**config.mk**
```make
export PLATFORM = sky130hd
export DESIGN_NAME = bcd_to_bin_seq_flat
export DESIGN_NICKNAME = d
export VERILOG_FILES = /design/src/rtl/bcd_to_bin_seq_pkg.sv /design/src/rtl/bcd_to_bin_seq_if.sv /design/src/rtl/bcd_to_bin_seq_digit_adjust.sv /design/src/rtl/bcd_to_bin_seq.sv /design/src/flat_wrapper.sv
export SDC_FILE = /design/constraint.sdc
export NUM_CORES = 1
export LEC_CHECK = 0
export BUFFER_PORTS_ARGS = -buffer_cell sky130_fd_sc_hd__buf_2
export CORE_MARGIN = 5
export CORE_UTILIZATION = 50
export DETAILED_ROUTE_END_ITERATION = 10
export PLACE_DENSITY = 0.85
export SETUP_SLACK_MARGIN = 0.1
export SLEW_MARGIN = 20
export SYNTH_ARGS = -nofsm -noshare
export SYNTH_HDL_FRONTEND = slang
export SYNTH_SLANG_ARGS = --single-unit
```
**constraint.sdc**
```tcl
create_clock -name clk -period 1.6 [get_ports clk]
set_clock_uncertainty 0.15 [all_clocks]
set_input_delay 0.16 -clock clk [delete_from_list [all_inputs] [get_ports clk]]
set_output_delay 0.16 -clock clk [all_outputs]
set_load 0.02 [all_outputs]
```
**src/rtl/bcd_to_bin_seq_pkg.sv**
```systemverilog
// Shared types and constants for the BCD-to-binary converter.
// Optional build macro: BCD_DIGIT_CHECK_EN (see bcd_to_bin_seq).
package bcd_pkg;

  typedef enum logic [1:0] {IDLE, SHIFT, DONE} state_t;
  typedef logic [3:0] bcd_digit_t;

  localparam bcd_digit_t BCD_MAX_DIGIT  = 4'd9;
  localparam bcd_digit_t DDABBLE_THRESH = 4'd8;
  localparam bcd_digit_t DDABBLE_ADJ    = 4'd3;

  // ceil(log2(10^ndig)): bits needed for the largest NDIG-digit decimal value
  function automatic int bin_w(input int ndig);
    int p;
    p = 1;
    for (int i = 0; i < ndig; i++) p = p * 10;
    return $clog2(p);
  endfunction

endpackage

```
**src/rtl/bcd_to_bin_seq_if.sv**
```systemverilog
// Start/busy/done handshake bundle between a requester and bcd_to_bin_seq.
interface bcd_to_bin_seq_if #(parameter int NDIG = 3);
  import bcd_pkg::*;
  localparam int BIN_W = bin_w(NDIG);

  logic             start;
  logic [4*NDIG-1:0] bcd_in;
  logic             busy;
  logic             done;
  logic [BIN_W-1:0] bin_out;
  logic             err;

  modport master (output start, bcd_in, input busy, done, bin_out, err);
  modport slave  (input start, bcd_in, output busy, done, bin_out, err);
endinterface

```
**src/rtl/bcd_to_bin_seq_digit_adjust.sv**
```systemverilog
// Reverse double-dabble digit correction: subtract 3 from a digit >= 8.
module bcd_digit_adjust
  import bcd_pkg::*;
(
  input  bcd_digit_t din,
  output bcd_digit_t dout
);
  assign dout = (din >= DDABBLE_THRESH) ? bcd_digit_t'(din - DDABBLE_ADJ) : din;
endmodule

```
**src/rtl/bcd_to_bin_seq.sv**
```systemverilog
// Sequential BCD-to-binary converter (reverse double-dabble, one bit per clock).
// Build macro BCD_DIGIT_CHECK_EN enables invalid-digit detection on err.
module bcd_to_bin_seq
  import bcd_pkg::*;
#(
  parameter int NDIG = 3
) (
  input  logic             clk,
  input  logic             rst_n,
  bcd_to_bin_seq_if.slave  bus
);
  localparam int BIN_W = bin_w(NDIG);
  localparam int HALF  = 4*NDIG;
  localparam int SR_W  = 8*NDIG;
  localparam int CNT_W = $clog2(HALF+1);
  localparam logic [CNT_W-1:0] LAST = CNT_W'(HALF-1);

  state_t           state, state_nx;
  logic [SR_W-1:0]  sr, sr_sh, sr_adj;
  logic [CNT_W-1:0] cnt;
  logic [BIN_W-1:0] bin_q;
  logic             accept, last;

  // upper half: BCD field being drained; lower half: binary field being filled
  assign sr_sh = sr >> 1;
  assign sr_adj[HALF-1:0] = sr_sh[HALF-1:0];

  for (genvar g = 0; g < NDIG; g++) begin : g_adj
    bcd_digit_adjust u_adj (
      .din  (sr_sh [HALF+4*g +: 4]),
      .dout (sr_adj[HALF+4*g +: 4])
    );
  end

  always_ff @(posedge clk or negedge rst_n) begin
    if (!rst_n) state <= IDLE;
    else        state <= state_nx;
  end

  always_comb begin
    state_nx = state;
    accept   = 1'b0;
    last     = 1'b0;
    case (state)
      IDLE:  if (bus.start) begin accept = 1'b1; state_nx = SHIFT; end
      SHIFT: if (cnt == LAST) begin last = 1'b1; state_nx = DONE; end
      DONE:  state_nx = IDLE;
      default: state_nx = IDLE;
    endcase
  end

  assign bus.busy    = (state == SHIFT);
  assign bus.done    = (state == DONE);
  assign bus.bin_out = bin_q;

`ifdef BCD_DIGIT_CHECK_EN
  logic bad_in, bad_q, err_q;

  always_comb begin
    bad_in = 1'b0;
    for (int i = 0; i < NDIG; i++)
      if (bus.bcd_in[4*i +: 4] > BCD_MAX_DIGIT) bad_in = 1'b1;
  end

  always_ff @(posedge clk or negedge rst_n) begin
    if (!rst_n) begin
      bad_q <= 1'b0;
      err_q <= 1'b0;
    end else if (accept) begin
      bad_q <= bad_in;
    end else if (last) begin
      err_q <= bad_q;
    end
  end

  assign bus.err = err_q;
`else
  logic bad_q;
  assign bad_q   = 1'b0;
  assign bus.err = 1'b0;
`endif

  always_ff @(posedge clk or negedge rst_n) begin
    if (!rst_n) begin
      sr    <= '0;
      cnt   <= '0;
      bin_q <= '0;
    end else if (accept) begin
      sr  <= {bus.bcd_in, {HALF{1'b0}}};
      cnt <= '0;
    end else if (state == SHIFT) begin
      sr  <= sr_adj;
      cnt <= cnt + 1'b1;
      // flagged inputs report zero rather than a meaningless conversion
      if (last) bin_q <= bad_q ? '0 : sr_adj[BIN_W-1:0];
    end
  end

endmodule

```
**src/flat_wrapper.sv**
```systemverilog
// flat-port wrapper written by rule: the top's interface ports become plain ports
module bcd_to_bin_seq_flat import bcd_pkg::*;
#(
  parameter int NDIG = 3
)
  (clk, rst_n, bus_start, bus_bcd_in, bus_busy, bus_done, bus_bin_out, bus_err);
  bcd_to_bin_seq_if #(.NDIG(NDIG)) bus_i ();
  input  logic clk;
  input  logic rst_n;
  input wire logic [$bits(bus_i.start)-1:0] bus_start;
  input wire logic [$bits(bus_i.bcd_in)-1:0] bus_bcd_in;
  output wire logic [$bits(bus_i.busy)-1:0] bus_busy;
  output wire logic [$bits(bus_i.done)-1:0] bus_done;
  output wire logic [$bits(bus_i.bin_out)-1:0] bus_bin_out;
  output wire logic [$bits(bus_i.err)-1:0] bus_err;
  assign bus_i.start = bus_start;
  assign bus_i.bcd_in = bus_bcd_in;
  assign bus_busy = bus_i.busy;
  assign bus_done = bus_i.done;
  assign bus_bin_out = bus_i.bin_out;
  assign bus_err = bus_i.err;
  bcd_to_bin_seq #(.NDIG(NDIG)) u_core (.clk(clk), .rst_n(rst_n), .bus(bus_i));
endmodule
```
==> results.md <==
* Starting Density at between 50 and 60%
* Worst setup SP type: flip-flop
* Wirelength, routed at 4.237 mm
* IO Pins at 28
* Largest net degree at the start of global routing at 24
* P_leak at approximately 1.1 nW
* Worst R2R Setup Slack at ~30 ps
* Die Area at 0.004895 mm^2
* Die W at 69.97 um
* Top delay family on crit path: flip-flops
* R2R Path Start: u_core.cnt[0]$_DFFE_PN0P_
* Clk network pwr share at a little over a tenth
* Power Dens Cells at 2008 mW/mm^2
* Via/cell ratio at about 5.6
* Routed length per instance at roughly 17 um
* Crit path buf inv count at 2
* Clk root buf: clkbuf_4
* First-pass GRT wire length at ~7.0 mm
* Post-synth EDFFs at 0
* CP Class: flip-flop to output port
* Ys async rst share at 100.0%
* Syn_area_per_cell at between 10 and 15 um^2
* DRT Pass-1 Iters at 5
* Gr ovfl total at 0
* Place WS at -49.66 ps
* Hold Crit Class: primary input to flip-flop
* Post-layout util at 69.12%
* Crit-path max cell delay at around 440 ps
* CTS tree: done
* Nets at between 200 and 250
* HPWL Detailed at approximately 2.7 mm
* Combinational power share at 51.0%
* Fill cells at between 200 and 250
* Worst setup margin at just over 20 ps
* Fin. max-slew vios at 0
* # setup viols final at 0
* Clock-pin slew on the worst setup and hold paths at 120 ps
* Fin crit share at between 90% and 100%
* Setup crit end kind: output port
* Clock buffer depth at 2
* Worst path slowest cell: dfrtp_1
* Critical Path, Cell by Cell: nor2b_4, buf_8, buf_6
* H-tree Lvls at 2
* Synth unique cells at 35
* Pint at slightly below 3 mW
* Ant diodes at 0
* Post-synthesis register bit count at 39
* CTS Buf Count at 5
* Reg power frac at about two fifths
* Final ANT Viol Nets at 0
* Hold Fails Final Rpt at 0
* Yosys warnings at 0
* Layout area overhead at 31.32%
* Max Cap Viol at 0
* Number of global-route vias before repair at 1446
* Top cell type by total area after synthesis: dfrtp_1
* Core outline area at between 0.003 and 0.004 mm^2
* Most frequent cell after synthesis: dfrtp_1
* FMAX at between 0.6 and 0.7 GHz
* Sw frac at about two fifths
* Sw power at around 1.8 mW
* Worst IR Drop VDD at around 1.0 mV
* CTS sink count at 39
* Hold Startpoint: bus_bcd_in[6]
* Worst setup startpoint: u_core.state[0]$_DFFE_PN0P_
* Die Ht at about 70 um
* Most frequent cells after synthesis: dfrtp_1, a22o_1, nand2_1
* Synth Flop Type: dfrtp_1
* Cell Rows at 21
* Top cells by area, synth: dfrtp_1, mux2_4, a22o_1
* WP data required at between 1000 and 1500 ps
* Synth top area share at about 54%
* Iteration-0 DRC Markers at 80
* Max FO, Critical Path at 7
* # DRC at 0
* Vias at approximately 1400
* Sequential share of the synthesized area at 54.28%
* Status: completed
* Final Wtd Congestion at 0.7904
* Syn nets at about 170
* Inst Count DP at ~220
* Clk_lat worst skew at roughly 350 ps
* Fraction of layout cells with a size suffix above 1 at 39.41%
* Syn Inst Count at 147
* Antenna violations before repair at 0
* Fin cells at 249
* Critical Path AT at 1270 ps
* Cell Area, Synth at between 0.0015 and 0.002 mm^2
* Total track usage at between 15 and 20%
* PortBufs at 26
* RSZ-0062 raised after global routing: yes
* Post-route minimum period at 1579 ps
## per-layer routing
layer | GRT usage (%) | share of wire [%] | vias to the layer above
li1 | - | - | 642
met1 | 23.15 | 42 | 679
met2 | 29.07 | 50 | 46
met3 | 4.304 | 5.0 | 17
met4 | 6.383 | 2.7 | 0
met5 | 0 | 0 | -
## registers in the layout (all words and copies together) (netlist names)
name	count
u_core.sr	23
u_core.bus.bin_out	10
u_core.state	2
u_core.cnt	4
## worst paths after layout
check | to | depth (start not counted)
max in group asynchronous | u_core.sr[18]$_DFFE_PN0P_ | 3
worst min register to register | u_core.sr[1]$_DFFE_PN0P_ | 1
min in group asynchronous | u_core.sr[11]$_DFFE_PN0P_ | 2
worst max register to register | u_core.bus.bin_out[2]$_DFFE_PN0P_ | 4
worst min-delay path | u_core.sr[18]$_DFFE_PN0P_ | 4
worst max-delay path | bus_busy | 3
## repair_timing
action | CTS | global route
gates resized for setup | 19 | 9
endpoints found under the setup margin | 12 | 19
pin swaps | 5 | 2
hold buffers | 11 | 0
gates cloned | 2 | 0
endpoints found under the hold margin | 31 | 0
buffers inserted | 3 | 4
## layout by cell type, fill, tap and decap left out, types with 2 or more instances in the layout
cell type,Yosys,layout
nor2b_1,8,6
dlygate4sd3_1,0,11
a21oi_1,8,7
ha_1,5,4
o21ai_0,4,4
nor2b_4,0,2
o221a_4,0,2
nor2_1,5,4
o211ai_1,2,2
buf_6,1,6
a21o_1,2,2
a22oi_1,3,3
buf_4,1,14
clkbuf_4,0,5
mux2_4,9,10
and3_4,1,2
buf_2,5,24
xnor2_1,3,3
o22ai_2,0,2
a31oi_1,2,2
dfrtp_1,39,38
inv_1,6,5
a22o_1,14,14
nand2_1,10,10
## kinds of logic (layout without fill, tap and decap cells)
kind of cell	Yosys count	count (layout)	share of synthesized area (%)
DFF	39	39	54.28
and+or+nand+nor	28	29	8.142
muxes	10	10	8.142
xor gates and xnor gates	4	4	1.949
other	1	1	0.2086
adders and majority gates	5	5	3.479
buffers and inverters	15	70	4.731
AOI/OAI and AO/OA	45	45	19.07
## final cells by class
| cell class | instances | area [um^2] | share of cell area (%) |
|---|---|---|---|
| Timing Repair Buffer | 56 | 417.9 | 17.70 |
| Clock inverter | 2 | 12.51 | 0.5299 |
| Clock buffer | 6 | 41.29 | 1.749 |
| Multi-Input combinational cell | 94 | 827.0 | 35.03 |
| Tap cell | 46 | 57.56 | 2.438 |
| Inverter | 6 | 27.53 | 1.166 |
| Sequential cell | 39 | 977.2 | 41.39 |
## per-stage QoR
step	hold WS [ps]	setup TNS, ps	power [mW]	instance area [um^2]
after floorplan	-285.6	-7.206	3.187	1808
after global placement	-5.567	0	3.621	2023
after detailed placement	3.261	-207.5	3.767	2023
after CTS	32.95	-4.386	4.689	2326
after global routing	70.83	-108.7	5.034	2361
final	28.78	0	4.740	2361
## power groups by stage
stage | clock (mW) | combinational [mW] | sequential [mW]
floorplan | 0 | 1.35 | 1.84
global placement | 0 | 1.87 | 1.75
detailed placement | 0 | 1.97 | 1.80
CTS | 0.502 | 2.39 | 1.79
global route | 0.552 | 2.61 | 1.87
finish | 0.500 | 2.42 | 1.82
## worst register-to-register path, delay by kind of cell, from the launching register on
kind | cells | cell delay [ps]
adder cells (fa/ha/maj) | 1 | 190
flip-flops | 1 | 380
multiplexers | 1 | 320
AND/OR/NAND/NOR | 2 | 440
(Power assumes the default switching activity.)
